`src/rtl/multdiv_ctrl_if.sv`:
```
// Signal bundle between the execute stage, the multdiv sequencer and the iterative datapaths.
interface multdiv_ctrl_if;
    logic        ctrl_MULT;
    logic        ctrl_DIV;
    logic        flush;
    logic [31:0] data_operandA;
    logic [31:0] data_operandB;
    logic [31:0] dp_opA;
    logic [31:0] dp_opB;
    logic        dp_div_start;
    logic        dp_mult_start;
    logic        dp_counter_zero;
    logic [31:0] div_result;
    logic [31:0] mult_result;
    logic        mult_ovf;
    logic        busy;
    logic [31:0] data_result;
    logic        data_exception;
    logic        data_resultRDY;

    modport slave (
        input  ctrl_MULT, ctrl_DIV, flush, data_operandA, data_operandB,
               div_result, mult_result, mult_ovf,
        output dp_opA, dp_opB, dp_div_start, dp_mult_start, dp_counter_zero,
               busy, data_result, data_exception, data_resultRDY
    );

    modport master (
        output ctrl_MULT, ctrl_DIV, flush, data_operandA, data_operandB,
               div_result, mult_result, mult_ovf,
        input  dp_opA, dp_opB, dp_div_start, dp_mult_start, dp_counter_zero,
               busy, data_result, data_exception, data_resultRDY
    );
endinterface

```
`src/rtl/multdiv_ctrl.sv`:
```
// Sequencer for the shared iterative multiply/divide datapath: accept, load, iterate,
// capture result. Divide-by-zero bypasses the datapath entirely.
module multdiv_ctrl #(
    parameter int DIV_CYCLES  = 32,
    parameter int MULT_CYCLES = 16,
    parameter int CNT_W       = 6
) (
    input  logic          clock,
    input  logic          resetn,
    multdiv_ctrl_if.slave bus
);
    typedef enum logic [1:0] {IDLE, LOAD, RUN, DONE} state_t;
    typedef enum logic [1:0] {OP_NONE, OP_MULT, OP_DIV} op_t;

    state_t             state;
    op_t                op;
    logic [CNT_W-1:0]   cnt;
    logic               start;

    assign start = (state == IDLE || state == DONE) && (bus.ctrl_MULT || bus.ctrl_DIV);

    always_ff @(posedge clock or negedge resetn) begin
        if (!resetn) begin
            state               <= IDLE;
            op                  <= OP_NONE;
            cnt                 <= '0;
            bus.dp_opA          <= '0;
            bus.dp_opB          <= '0;
            bus.dp_div_start    <= 1'b0;
            bus.dp_mult_start   <= 1'b0;
            bus.dp_counter_zero <= 1'b0;
            bus.busy            <= 1'b0;
            bus.data_result     <= '0;
            bus.data_exception  <= 1'b0;
            bus.data_resultRDY  <= 1'b0;
        end else begin
            // Strobes are single-cycle unless re-asserted below.
            bus.dp_div_start    <= 1'b0;
            bus.dp_mult_start   <= 1'b0;
            bus.dp_counter_zero <= 1'b0;
            bus.data_resultRDY  <= 1'b0;
            if (bus.flush) begin
                state    <= IDLE;
                op       <= OP_NONE;
                cnt      <= '0;
                bus.busy <= 1'b0;
            end else begin
                case (state)
                    IDLE, DONE: begin
                        if (start) begin
                            bus.dp_opA <= bus.data_operandA;
                            bus.dp_opB <= bus.data_operandB;
                            if (bus.ctrl_MULT) begin
                                op                  <= OP_MULT;
                                state               <= LOAD;
                                bus.dp_mult_start   <= 1'b1;
                                bus.dp_counter_zero <= 1'b1;
                                bus.busy            <= 1'b1;
                            end else if (bus.data_operandB == 32'd0) begin
                                op                 <= OP_DIV;
                                state              <= DONE;
                                bus.data_result    <= '0;
                                bus.data_exception <= 1'b1;
                                bus.data_resultRDY <= 1'b1;
                                bus.busy           <= 1'b0;
                            end else begin
                                op                  <= OP_DIV;
                                state               <= LOAD;
                                bus.dp_div_start    <= 1'b1;
                                bus.dp_counter_zero <= 1'b1;
                                bus.busy            <= 1'b1;
                            end
                        end else begin
                            state    <= IDLE;
                            op       <= OP_NONE;
                            bus.busy <= 1'b0;
                        end
                    end
                    LOAD: begin
                        cnt      <= (op == OP_DIV) ? CNT_W'(DIV_CYCLES) : CNT_W'(MULT_CYCLES);
                        state    <= RUN;
                        bus.busy <= 1'b1;
                    end
                    RUN: begin
                        if (cnt == CNT_W'(1)) begin
                            cnt                <= '0;
                            state              <= DONE;
                            bus.busy           <= 1'b0;
                            bus.data_resultRDY <= 1'b1;
                            if (op == OP_DIV) begin
                                bus.data_result    <= bus.div_result;
                                bus.data_exception <= 1'b0;
                            end else begin
                                bus.data_result    <= bus.mult_result;
                                bus.data_exception <= bus.mult_ovf;
                            end
                        end else begin
                            cnt      <= cnt - CNT_W'(1);
                            bus.busy <= 1'b1;
                        end
                    end
                    default: begin
                        state    <= IDLE;
                        op       <= OP_NONE;
                        bus.busy <= 1'b0;
                    end
                endcase
            end
        end
    end
endmodule

```
`src/flat_wrapper.sv`:
```
// flat-port wrapper written by rule: the top's interface ports become plain ports
module multdiv_ctrl_flat 
#(
    parameter int DIV_CYCLES  = 32,
    parameter int MULT_CYCLES = 16,
    parameter int CNT_W       = 6
)
  (clock, resetn, bus_ctrl_MULT, bus_ctrl_DIV, bus_flush, bus_data_operandA, bus_data_operandB, bus_div_result, bus_mult_result, bus_mult_ovf, bus_dp_opA, bus_dp_opB, bus_dp_div_start, bus_dp_mult_start, bus_dp_counter_zero, bus_busy, bus_data_result, bus_data_exception, bus_data_resultRDY);
  multdiv_ctrl_if bus_i ();
  input  logic clock;
  input  logic resetn;
  input wire logic [$bits(bus_i.ctrl_MULT)-1:0] bus_ctrl_MULT;
  input wire logic [$bits(bus_i.ctrl_DIV)-1:0] bus_ctrl_DIV;
  input wire logic [$bits(bus_i.flush)-1:0] bus_flush;
  input wire logic [$bits(bus_i.data_operandA)-1:0] bus_data_operandA;
  input wire logic [$bits(bus_i.data_operandB)-1:0] bus_data_operandB;
  input wire logic [$bits(bus_i.div_result)-1:0] bus_div_result;
  input wire logic [$bits(bus_i.mult_result)-1:0] bus_mult_result;
  input wire logic [$bits(bus_i.mult_ovf)-1:0] bus_mult_ovf;
  output wire logic [$bits(bus_i.dp_opA)-1:0] bus_dp_opA;
  output wire logic [$bits(bus_i.dp_opB)-1:0] bus_dp_opB;
  output wire logic [$bits(bus_i.dp_div_start)-1:0] bus_dp_div_start;
  output wire logic [$bits(bus_i.dp_mult_start)-1:0] bus_dp_mult_start;
  output wire logic [$bits(bus_i.dp_counter_zero)-1:0] bus_dp_counter_zero;
  output wire logic [$bits(bus_i.busy)-1:0] bus_busy;
  output wire logic [$bits(bus_i.data_result)-1:0] bus_data_result;
  output wire logic [$bits(bus_i.data_exception)-1:0] bus_data_exception;
  output wire logic [$bits(bus_i.data_resultRDY)-1:0] bus_data_resultRDY;
  assign bus_i.ctrl_MULT = bus_ctrl_MULT;
  assign bus_i.ctrl_DIV = bus_ctrl_DIV;
  assign bus_i.flush = bus_flush;
  assign bus_i.data_operandA = bus_data_operandA;
  assign bus_i.data_operandB = bus_data_operandB;
  assign bus_i.div_result = bus_div_result;
  assign bus_i.mult_result = bus_mult_result;
  assign bus_i.mult_ovf = bus_mult_ovf;
  assign bus_dp_opA = bus_i.dp_opA;
  assign bus_dp_opB = bus_i.dp_opB;
  assign bus_dp_div_start = bus_i.dp_div_start;
  assign bus_dp_mult_start = bus_i.dp_mult_start;
  assign bus_dp_counter_zero = bus_i.dp_counter_zero;
  assign bus_busy = bus_i.busy;
  assign bus_data_result = bus_i.data_result;
  assign bus_data_exception = bus_i.data_exception;
  assign bus_data_resultRDY = bus_i.data_resultRDY;
  multdiv_ctrl #(.DIV_CYCLES(DIV_CYCLES), .MULT_CYCLES(MULT_CYCLES), .CNT_W(CNT_W)) u_core (.clock(clock), .resetn(resetn), .bus(bus_i));
endmodule
```
`config.mk`:
```
export PLATFORM = sky130hd
export DESIGN_NAME = multdiv_ctrl_flat
export DESIGN_NICKNAME = d
export VERILOG_FILES = /design/src/rtl/multdiv_ctrl_if.sv /design/src/rtl/multdiv_ctrl.sv /design/src/flat_wrapper.sv
export SDC_FILE = /design/constraint.sdc
export NUM_CORES = 1
export LEC_CHECK = 0
export BUFFER_PORTS_ARGS = -buffer_cell sky130_fd_sc_hd__buf_2
export CORE_UTILIZATION = 25
export CTS_BUF_LIST = sky130_fd_sc_hd__clkbuf_2
export DETAILED_ROUTE_END_ITERATION = 6
export GPL_TIMING_DRIVEN = 0
export PLACE_DENSITY = 0.51
export SKIP_LAST_GASP = 1
export SLEW_MARGIN = 40
export SYNTH_ARGS = -nofsm -noshare
export SYNTH_HDL_FRONTEND = slang
export SYNTH_SLANG_ARGS = --single-unit
export TNS_END_PERCENT = 100
```
`constraint.sdc`:
```
create_clock -name clock -period 6.6 [get_ports clock]
set_input_delay 0.33 -clock clock [delete_from_list [all_inputs] [get_ports clock]]
set_output_delay 0.33 -clock clock [all_outputs]
set_load 0.005 [all_outputs]
```
[Yosys cells after proc, flatten, opt, wreduce, memory -nomap -nowiden]
Index checks and enable logic that the tools add are counted.
W data, S select, Z words.
Cells by class
  $add $sub $neg: 1
  equality and inequality tests: 10
  mux-type cells: 48
  bitwise gates (word level): 1
  reductions and logical operators: 11
Operators with widths (number)
  $mux W32: 5
  $pmux W32 S2: 1
  $logic_not A32 Y1: 1
  $mux W1: 25
  $mux W2: 9
  $mux W6: 3
  $pmux W6 S2: 1
  $eq A2 B2 Y1 const B: 3
  $eq A6 B1 Y1 const B: 1
  $ne A2 B1 Y1 const B: 3
  $pmux W2 S3: 1
  $reduce_and A6 Y1: 1
  $sub A6 B1 Y6 const B: 1
  $pmux W1 S2: 2
  $reduce_bool A2 Y1: 2
  $ne A3 B2 Y1 const B: 1
  $pmux W1 S3: 1
  $reduce_and A3 Y1: 1
  $reduce_bool A3 Y1: 1
  $eq A2 B1 Y1 const B: 1
  $logic_not A2 Y1: 1
  $logic_or A1 B1 Y1: 2
  $ne A2 B2 Y1 const B: 1
  $reduce_or A2 Y1: 1
  2 further kinds: 2
Word-level totals
  register bits: 112
  bits of input ports: 134
  output and inout bits: 102
  word-level logic and storage cells: 83

[Longest topological paths before layout]
  word-level depth: 6
  mapped depth: 10
  mapped depth without buffers: 7

[Worst setup path before layout]
OpenSTA, ideal clock, no wires.
  kind: flip-flop to flip-flop
  start point: register u_core.cnt[1]
  end point: register u_core.bus.data_result[17] (netlist name)
  library setup time: 0.122 ns
  data arrival time: 1.981 ns
  required time: 6.478 ns
  slack: 4.497 ns
  stages on the path, launching flop included: 9
  path buffers: 1
  clock period less this slack: 2.103 ns
  cells stage by stage: dfrtp_1 > inv_1 > ha_1 > or4b_4 > or3_1 > nor2_1 > a31oi_2 > buf_6 > o2bb2ai_2
Between the ends
  cells in the longest elaborated chain, start to end: 3
Ends and longest elaborated chain
  start: declaration: RTL line multdiv_ctrl.sv:17  | logic [CNT_W-1:0] cnt;
  start signal: assignment: RTL line multdiv_ctrl.sv:80  | cnt <= (op == OP_DIV) ? CNT_W'(DIV_CYCLES) : CNT_W'(MULT_CYCLES);
  start signal: assignment: RTL line multdiv_ctrl.sv:98  | cnt <= cnt - CNT_W'(1);
  $eq A6 B1 Y1: RTL line multdiv_ctrl.sv:85  | if (cnt == CNT_W'(1)) begin
  $ne A2 B1 Y1 (no line)
  $reduce_and A6 Y1 (no line)
  end signal: assignment: RTL line multdiv_ctrl.sv:91  | bus.data_result <= bus.div_result;
  end signal: assignment: RTL line multdiv_ctrl.sv:94  | bus.data_result <= bus.mult_result;
  end: declaration: RTL line multdiv_ctrl_if.sv:25  | busy, data_result, data_exception, data_resultRDY
No other way between the ends.
A chain may end at the register's enable or synchronous reset.

[Final worst setup path]
  start point: register u_core.state[0]
  end point: register u_core.bus.dp_opB[4]
Between the ends
  cells in the longest elaborated chain, start to end: 4
  elaborated cells on any way between the ends: 6
  those cells by class: 1 x eq/ne; 5 x reduce/logical
Ends and longest elaborated chain
  start: declaration: RTL line multdiv_ctrl.sv:15  | state_t state;
  start signal: assignment: RTL line multdiv_ctrl.sv:24  | state <= IDLE;
  start signal: assignment: RTL line multdiv_ctrl.sv:43  | state <= IDLE;
  start signal: assignment: RTL line multdiv_ctrl.sv:55  | state <= LOAD;
  $eq A2 B2 Y1 / $logic_not A2 Y1 (equally long branches): RTL line multdiv_ctrl.sv:20, multdiv_ctrl.sv:48
  $logic_or A1 B1 Y1: RTL line multdiv_ctrl.sv:20  | assign start = (state == IDLE || state == DONE) && (bus.ctrl_MULT || bus.ctrl_DIV);
  $logic_and A1 B1 Y1: RTL line multdiv_ctrl.sv:20
  $reduce_and A3 Y1 (no line) *
  end signal: assignment: RTL line multdiv_ctrl.sv:52  | bus.dp_opB <= bus.data_operandB;
  end: declaration: RTL line multdiv_ctrl_if.sv:24  | output dp_opA, dp_opB, dp_div_start, dp_mult_start, dp_counter_zero,
Mark *: on every way between the ends. The rest lies on a longest branch, timed or not.

==> flow_summary.toml <==
[placed_design]
pre_cts_ws_ns = 3.78
post-dp-hpwl_mm = 10.4
detailed_place.area_um2 = 6570
portBuffers = 235
place_congestion = 0.729

[cells_and_area]
fin_area_um2 = 8020
layout.nets = 1005
fillCellCount = 1921
layout_common_cells = "buf_2, nand2_1, dlygate4sd3_1, dfrtp_1, mux2i_1"
fin_util_pct = 40.9
drive_above_1_share_pct = 33.6
area_growth_pct = 59.5
final_common_cell = "buf_2"

[die]
dieWidth_um = 144
fp.dieH_um = 144
num_io_pins = 236
dieArea_um2 = 20700
coreArea_um2 = 19600
initial_core_util_pct = 25.7
num_rows = 51

[clocking]
clk_path_buf_depth = 2
clock-root-buffer = "clkbuf_2"
path_clk_slew_ns = 0.29
cts_resized = 0
numClockSinks = 112
insertion_delay_ns = 0.63
cts_tree = "done"
h-tree-depth = 3
cts_buffers = 9

[yosys]
ys_ff_latch = 112
yosys_warnings = 0
synthCells = 487
yosysSeqAreaShare_pct = 55.8
synthFlopType = "dfrtp_1"
synthArstFlopShare_pct = 100
synth_enable_flop_cells = 0
avgSynthCellArea_um2 = 10.3
ys_types = 38
syn-num-nets = 625
syn_area_um2 = 5030

[pwr]
powerDensity_nw_per_um2 = 335
p_leak_nw = 4.03
peakVddDrop_mv = 0.162

[setup_path]
cp.arrival_ns = 3.34
required_ns = 7.17
reg2reg_depth = 9
cp_top_family = "buffers and inverters"
slowest_stage = "clkbuf_1"
endpoint_kind = "register"
crit_path_max_incr_delay_ns = 0.55
critPathBufInv = 4
crit_chain = "inv_1 > ha_1 > clkbuf_1 > o21ai_1 > nor2_1 > clkbuf_1 > clkbuf_1 > nand2_1 > nand2_1"
reg2reg_from = "u_core.state[0]$_DFFE_PN0P_"
crit_type = "register to register"
crit_top_cell = "clkbuf_1"
rrSetupSlack_ns = 3.82
path_max_fanout = 10
crit_path_start_kind = "register"
r2r-end = "u_core.bus.dp_opB[4]$_DFFE_PN0P_"

[drt]
totalWireLength_mm = 16.0
drt-wirelength-per-cell_um = 14.1
via_per_inst = 4.24
dr_total_vias = 4824
drt_iter0_markers = 151
firstDrtPassIters = 4
post-route-drc-count = 0
ant_nets = 0

[global_routing]
antenna_found_initial = 1
grt_pass1_wl_mm = 24.3
gr-total-overflow = 0
grt_max_degree = 63
grt_pass1_vias = 4849
grt_use_total_pct = 15.4

[sta]
finalMaxSlewViolations = 0
maxSlewHeadroom_pct = 44.6
worstMarginPinSlew_ns = 0.830
period_minus_slack_ns = 2.78
rsz0062_at_grt = "false"
layout_setup_ws_ns = 3.82
tns_ns = 0
skew_ns = 0.0412
hold_viol_final = 0
min_period_over_period_pct = 42.1
max_freq_mhz = 360
setup_viol = 0

[hold_path]
holdCritPathClass = "input port to asynchronous set/reset pin"

[flow_run]
maxCapViolations = 0

[status]
outcome = "finished clean"
## synth_stat cells (all sizes together) (2+ instances only)
cell type / instances / share of area, %
nand2: 195 / 15
dfrtp: 112 / 56
mux2i: 33 / 6.6
o2bb2ai: 32 / 9.3
clkbuf: 21 / 1.6
nor2: 20 / 1.5
inv: 10 / 0.75
buf: 9 / 1.7
nor4: 9 / 1.1
a21oi: 8 / 0.80
ha: 4 / 1.0
nand2b: 4 / 0.65
o21ai: 4 / 0.40
nor3: 3 / 0.30
a211oi: 2 / 0.30
a31oi: 2 / 0.37
nand4: 2 / 0.25
nor2b: 2 / 0.25
## how the worst max path moves through the flow
| stage | start | to | slack (ns) | cells after the start |
|---|---|---|---|---|
| finish | u_core.state[0]$_DFFE_PN0P_ | u_core.bus.dp_opB[4]$_DFFE_PN0P_ | 3.82 | 9 |
| global route | u_core.state[0]$_DFFE_PN0P_ | u_core.bus.dp_opB[6]$_DFFE_PN0P_ | 3.49 | 9 |
| global placement | resetn | u_core.bus.dp_opA[8]$_DFFE_PN0P_ | 3.66 | 1 |
| floorplan | u_core.cnt[1]$_DFFE_PN0P_ | u_core.bus.data_result[17]$_DFFE_PN0P_ | 4.50 | 8 |
| detailed placement | u_core.state[0]$_DFFE_PN0P_ | u_core.bus.dp_opB[4]$_DFFE_PN0P_ | 3.78 | 9 |
| CTS | u_core.state[0]$_DFFE_PN0P_ | u_core.bus.dp_opB[4]$_DFFE_PN0P_ | 3.73 | 9 |
## where the power goes
part	total, mW	switching [mW]	internal (mW)
registers	1.17	0.182	0.985
clock network	0.331	0.243	0.0885
logic	1.19	0.596	0.594
total	2.69	1.02	1.67
## layer usage
layer / share of wire [%] / GRT usage (%) / vias to the layer above
met1: 44 / 18.2 / 2242
li1: - / - / 2376
met5: 0 / 0 / -
met3: 6.9 / 3.97 / 21
met2: 47 / 26.4 / 185
met4: 1.8 / 6.16 / 0
## what timing repair did
item                      in CTS  in global routing
hold buffers                 133                  0
buffers inserted               0                  0
hold endpoints to repair     215                  0
## worst register-to-register path, delay by kind of cell (launching register included)
kind                       cells  cell delay [ns]
DFF                            1             0.45
buffers and inverters          4             1.44
and+or+nand+nor                3             0.39
AOI/OAI and AO/OA              1             0.21
adders and majority gates      1             0.26
## kinds of logic (layout without fill, tap and decap cells)
kind of cell / count (synthesis) / after routing / synth area share [%]
XOR/XNOR: 1 / 1 / 0.174
AO/OA/AOI/OAI: 55 / 55 / 12.6
flip-flops: 112 / 112 / 55.8
AND/OR/NAND/NOR: 241 / 241 / 19.6
adder cells (fa/ha/maj): 4 / 4 / 0.996
other: 0 / 1 / 0
multiplexers: 34 / 34 / 6.80
buffers and inverters: 40 / 424 / 4.03
## registers in the layout (all words and copies together) (netlist names), 2 cells and up
name	count
u_core.bus.data_result	32
u_core.bus.dp_opA	32
u_core.cnt	6
u_core.op	2
u_core.state	2
u_core.bus.dp_opB	32
## through the flow
step | instances | hold slack (ns) | power (mW)
finish | 1137 | 0.200 | 2.69
global route | 1137 | 0.130 | 2.92
CTS | 1136 | 0.103 | 2.72
detailed placement | 988 | 0.270 | 2.30
global placement | 987 | 0.453 | 2.29
floorplan | 487 | 0.0344 | 1.78
## area by class of cell
type	instances	area, um2	share of cell area [%]
Buffer	30	165	2.06
Timing Repair Buffer	369	2540	31.7
Sequential cell	112	2800	35.0
Clock buffer	9	45.0	0.562
Antenna cell	1	2.50	0.0312
Inverter	10	37.5	0.468
Multi-Input combinational cell	335	2020	25.2
Tap cell	265	332	4.13
Clock inverter	6	68.8	0.858
No activity file was read; power rests on OpenSTA's default activity.
